File: src/rtl/landing_request_queue.sv
// Landing request queue: buffers normal requests in a FIFO plus one emergency
// slot, and issues them to the runway picker as spaced one-cycle dispatches.
//
//  state | meaning
//  IDLE  | waiting for a pending request and a free runway
//  ISSUE | en high for one cycle; spacing timer loaded on exit
//  HOLD  | spacing timer counting down; decides again at terminal count
module landing_request_queue #(
   parameter int DEPTH   = 4,
   parameter int AW      = 2,
   parameter int SPACING = 3
) (
   input  logic          clk,
   input  logic          rst,
   input  logic          req_valid,
   input  logic [1:0]    req_dir,
   input  logic          req_emerg,
   output logic          req_ready,
   input  logic          runway_a_busy,
   input  logic          runway_b_busy,
   output logic          en,
   output logic [1:0]    d,
   output logic [AW:0]   count,
   output logic          full,
   output logic          empty,
   output logic          emerg_pending,
   output logic          dropped
);

   localparam int              CW      = (SPACING > 1) ? $clog2(SPACING) : 1;
   localparam logic [CW-1:0]   SP_LOAD = CW'(SPACING - 1);
   localparam logic [AW:0]     CNT_MAX = (AW+1)'(DEPTH);

   typedef enum logic [1:0] {
      IDLE  = 2'd0,
      ISSUE = 2'd1,
      HOLD  = 2'd2
   } state_t;

   state_t          state_q, state_d;
   logic [CW-1:0]   spc_cnt_q, spc_cnt_d;

   logic [1:0]      fifo_mem [DEPTH];
   logic [AW-1:0]   wr_ptr_q, rd_ptr_q;
   logic [AW:0]     count_q;
   logic            emerg_vld_q;
   logic [1:0]      emerg_dir_q;

   logic            en_q, dropped_q;
   logic [1:0]      d_q;

   logic            full_w, empty_w;
   logic            pending, runway_free;
   logic            issue;
   logic            pop_emerg, pop_norm;
   logic            push_norm, drop_norm;
   logic            push_emerg, drop_emerg;
   logic [1:0]      issue_dir;

   assign full_w      = (count_q == CNT_MAX);
   assign empty_w     = (count_q == '0);
   assign pending     = emerg_vld_q | ~empty_w;
   assign runway_free = ~runway_a_busy | ~runway_b_busy;

   // Spacing timer is a down-counter; the decision happens at terminal count.
   always_comb begin
      state_d   = state_q;
      spc_cnt_d = spc_cnt_q;
      issue     = 1'b0;
      case (state_q)
         IDLE: begin
            if (pending && runway_free) begin
               issue   = 1'b1;
               state_d = ISSUE;
            end
         end
         ISSUE: begin
            state_d   = HOLD;
            spc_cnt_d = SP_LOAD;
         end
         HOLD: begin
            if (spc_cnt_q == '0) begin
               if (pending && runway_free) begin
                  issue   = 1'b1;
                  state_d = ISSUE;
               end else begin
                  state_d = IDLE;
               end
            end else begin
               spc_cnt_d = spc_cnt_q - CW'(1);
            end
         end
         default: begin
            state_d = IDLE;
         end
      endcase
   end

   // Emergency slot outranks the FIFO head.
   assign pop_emerg = issue & emerg_vld_q;
   assign pop_norm  = issue & ~emerg_vld_q;
   assign issue_dir = emerg_vld_q ? emerg_dir_q : fifo_mem[rd_ptr_q];

   // Full is judged before the edge: a same-cycle pop never makes room.
   assign push_norm = req_valid & ~req_emerg & ~full_w;
   assign drop_norm = req_valid & ~req_emerg & full_w;

   // A slot emptied by this cycle's dispatch may take a new emergency at once.
   assign push_emerg = req_valid & req_emerg & (~emerg_vld_q | pop_emerg);
   assign drop_emerg = req_valid & req_emerg & emerg_vld_q & ~pop_emerg;

   always_ff @(posedge clk) begin
      if (rst) begin
         state_q     <= IDLE;
         spc_cnt_q   <= '0;
         wr_ptr_q    <= '0;
         rd_ptr_q    <= '0;
         count_q     <= '0;
         emerg_vld_q <= 1'b0;
         emerg_dir_q <= 2'd0;
         en_q        <= 1'b0;
         d_q         <= 2'd0;
         dropped_q   <= 1'b0;
      end else begin
         state_q   <= state_d;
         spc_cnt_q <= spc_cnt_d;
         en_q      <= issue;
         dropped_q <= drop_norm | drop_emerg;

         if (issue) begin
            d_q <= issue_dir;
         end

         if (push_norm) begin
            wr_ptr_q <= wr_ptr_q + AW'(1);
         end
         if (pop_norm) begin
            rd_ptr_q <= rd_ptr_q + AW'(1);
         end
         if (push_norm && !pop_norm) begin
            count_q <= count_q + (AW+1)'(1);
         end else if (pop_norm && !push_norm) begin
            count_q <= count_q - (AW+1)'(1);
         end

         if (push_emerg) begin
            emerg_vld_q <= 1'b1;
            emerg_dir_q <= req_dir;
         end else if (pop_emerg) begin
            emerg_vld_q <= 1'b0;
         end
      end
   end

   // Storage needs no reset; occupancy is carried entirely by count_q.
   always_ff @(posedge clk) begin
      if (!rst && push_norm) begin
         fifo_mem[wr_ptr_q] <= req_dir;
      end
   end

   assign en            = en_q;
   assign d             = d_q;
   assign dropped       = dropped_q;
   assign count         = count_q;
   assign full          = full_w;
   assign empty         = empty_w;
   assign req_ready     = ~full_w;
   assign emerg_pending = emerg_vld_q;

endmodule

File: config.mk
export PLATFORM = sky130hd
export DESIGN_NAME = landing_request_queue
export DESIGN_NICKNAME = d
export VERILOG_FILES = /design/src/rtl/landing_request_queue.sv
export SDC_FILE = /design/constraint.sdc
export NUM_CORES = 1
export LEC_CHECK = 0
export BUFFER_PORTS_ARGS = -buffer_cell sky130_fd_sc_hd__buf_2
export CAP_MARGIN = 20
export CELL_PAD_IN_SITES_DETAIL_PLACEMENT = 1
export CELL_PAD_IN_SITES_GLOBAL_PLACEMENT = 2
export CORE_MARGIN = 4
export CORE_UTILIZATION = 35
export CTS_BUF_LIST = sky130_fd_sc_hd__clkbuf_4 sky130_fd_sc_hd__clkbuf_8 sky130_fd_sc_hd__clkbuf_16
export DETAILED_ROUTE_END_ITERATION = 10
export PLACE_DENSITY_LB_ADDON = 0.15
export SYNTH_ARGS = -nofsm -noshare
export SYNTH_HDL_FRONTEND = slang
export SYNTH_SLANG_ARGS = --single-unit
File: constraint.sdc
create_clock -name clk -period 3.2 [get_ports clk]
set_input_delay 0.64 -clock clk [delete_from_list [all_inputs] [get_ports clk]]
set_output_delay 0.64 -clock clk [all_outputs]
set_load 0.01 [all_outputs]
==> out/qor.yml <==
run_status: "finished, final reports clean"
slew-limit-headroom: 0.666
drc_errors: 0
ys_ff_latch: 28
pin_count: 19
post_cts_buffers: 0
crit_type: "flip-flop to flip-flop"
place.gp.congestion: 0.678
initial_utilization: 0.372
synth_seq_area_share: 0.500
antenna_found_initial: 0
worstMarginPinSlew_ns: 0.498
dp_hpwl_um: 1850
rsz0062_at_grt: "no"
synth.most_common_cell: "dfxtp_1"
cts_buffers: 3
ys.flop_type: "dfxtp_1"
clk_pin_slew_ns: 0.09
reg2reg_depth: 11
viasPerCell: 4.77
placed_area_um2: 1420
fin_cells: 184
core_um2: 3440
cts_tree: "yes"
clk_latency_ns: 0.27
post-synth-top-area-fraction: 0.313
whs_path_depth: 2
skew_ns: 0.00289
fmax_mhz: 415
die_w_um: 68.5
grt_pass1_wl_um: 4040
nFillCells: 396
maxCapViolCount: 0
synth.avg_cell_area_um2: 10.8
arrival_ns: 2.62
powerDensity_nw_per_um2: 751
drt-total-wl_um: 2400
n_antenna_cell: 0
async_reset_ff_frac: 0
syn-instance-count: 119
critical_path.max_fanout: 4
finalInstanceArea_um2: 1490
finalHoldViolations: 0
synth_warnings: 0
synth.area.top_cells: "dfxtp_1 (31%), edfxtp_1 (19%), ha_1 (5.9%), mux2i_1 (4.7%), nor2_1 (4.1%)"
htree_levels: 1
grt_remaining_overflow: 0
gr-usage-all-layers: 0.116
synth_fp_nets: 134
die_area_um2: 4690
grt_max_degree: 20
cts_resized: 0
port-buffer-count: 18
end_kind: "flip-flop"
start_kind: "flip-flop"
syn2layout_area_growth_pct: 16.4
leakage_nw: 0.607
num_vias: 877
rows: 21
drt_iter0_markers: 22
seqCellArea_um2: 641
drv_slew: 0
min_period_over_period: 0.753
post_drt_wl_per_cell_um: 13.0
yosysUniqueCellTypes: 36
setup_viol: 0
post-synth-top-area-cell: "dfxtp_1"
postRouteAntennaNets: 0
setup_tns_ns: 0
die_h_um: 68.5
cts_hold_buf: 0
layout_min_cycle_time_ns: 2.41
drt_first_pass_iters: 2
synth_common_cells: "dfxtp_1 (20), nor2_1 (14), inv_1 (9), edfxtp_1 (8), nand2_1 (7)"
multi_input_area_um2: 591
cts_buffer_depth: 2
reg2reg_slack_ns: 0.79
hp-class: "flip-flop to flip-flop"
drive_gt1_frac: 0.232
critPathRequiredTime_ns: 3.41
utilization: 0.433
cts-root-buf: "clkbuf_8"
synthesis.area_um2: 1280
cts_num_sinks: 28
synth_edf_count: 8
placed_cells_incl_taps: 180
grt_pass1_vias: 873
final_nets: 154
ir_drop_mv: 0.251
## kinds of logic after synthesis
family	Yosys count	synth area share
fa+ha+maj	7	0.0742
mux	9	0.0908
buf+inv	13	0.0391
xor+xnor	3	0.0205
simple gates	42	0.182
flops	28	0.500
compound gates	17	0.0938
## routing by layer
layer / GRT usage / part of all wire / vias up
met4: 0.0372 / 0.0096 / 0
met5: 0 / 0 / -
met3: 0.0324 / 0.047 / 5
li1: - / - / 448
met1: 0.144 / 0.48 / 411
met2: 0.193 / 0.46 / 13
## metrics by stage
step	hold WS, ns	setup WS (ns)	total power [mW]
3_3_place_gp	0.449	0.751	0.844
4_1_cts	0.478	0.770	1.14
5_1_grt	0.507	0.603	1.20
6_report	0.470	0.790	1.12
3_5_place_dp	0.458	0.736	0.854
2_1_floorplan	0.435	0.744	0.745
## sequential cells by signal, summed over array words and instances (netlist names), named ones only
register and cells:
count 3, d 2, dropped 1, emerg_dir_q 2, emerg_pending 1, en 1
fifo_mem 8, rd_ptr_q 2, spc_cnt_q 2, state_q 2, wr_ptr_q 2
## worst paths after layout
check	from	end
setup / recovery	spc_cnt_q[0]$_SDFFE_PP0P_	count[2]$_SDFFE_PP0P_
hold / removal	emerg_dir_q[0]$_SDFFE_PP0P_	emerg_dir_q[0]$_SDFFE_PP0P_
setup reg to reg	spc_cnt_q[0]$_SDFFE_PP0P_	count[2]$_SDFFE_PP0P_
hold reg to reg	emerg_dir_q[0]$_SDFFE_PP0P_	emerg_dir_q[0]$_SDFFE_PP0P_
## power by group
group	switching, mW	leakage (nW)	internal (mW)
Sequential	0.0583	0.236	0.427
Clock	0.112	0.0357	0.168
Combinational	0.186	0.335	0.169
## critical path, stage by stage, from the launching register on
cell and delay, ns:
dfxtp_1 0.33, inv_1 0.08, ha_1 0.25, nor2b_4 0.06, a211o_1 0.28, or3_1 0.37, ha_1 0.23, inv_1 0.07
fa_1 0.17, xor2_1 0.07, or3_1 0.30, a21oi_1 0.13
## cell type report
class	count	area share
flip-flops and latches	28	0.430
multi-input cells	78	0.396
repair buffers	19	0.0654
well taps	46	0.0386
clock buffers	3	0.0277
inverters	9	0.0227
clock inverters	1	0.0201
## layout by cell type, fill, tap and decap left out, drive strengths merged, types with 3 or more instances in the layout
master   n
a21oi    6
mux2i    6
inv      9
nor2    14
nand2    7
nand2b   3
and2     4
a211o    3
clkbuf   3
dfxtp   20
nor3b    3
nor3     4
ha       6
edfxtp   8
buf     19
(Power assumes the default switching activity.)
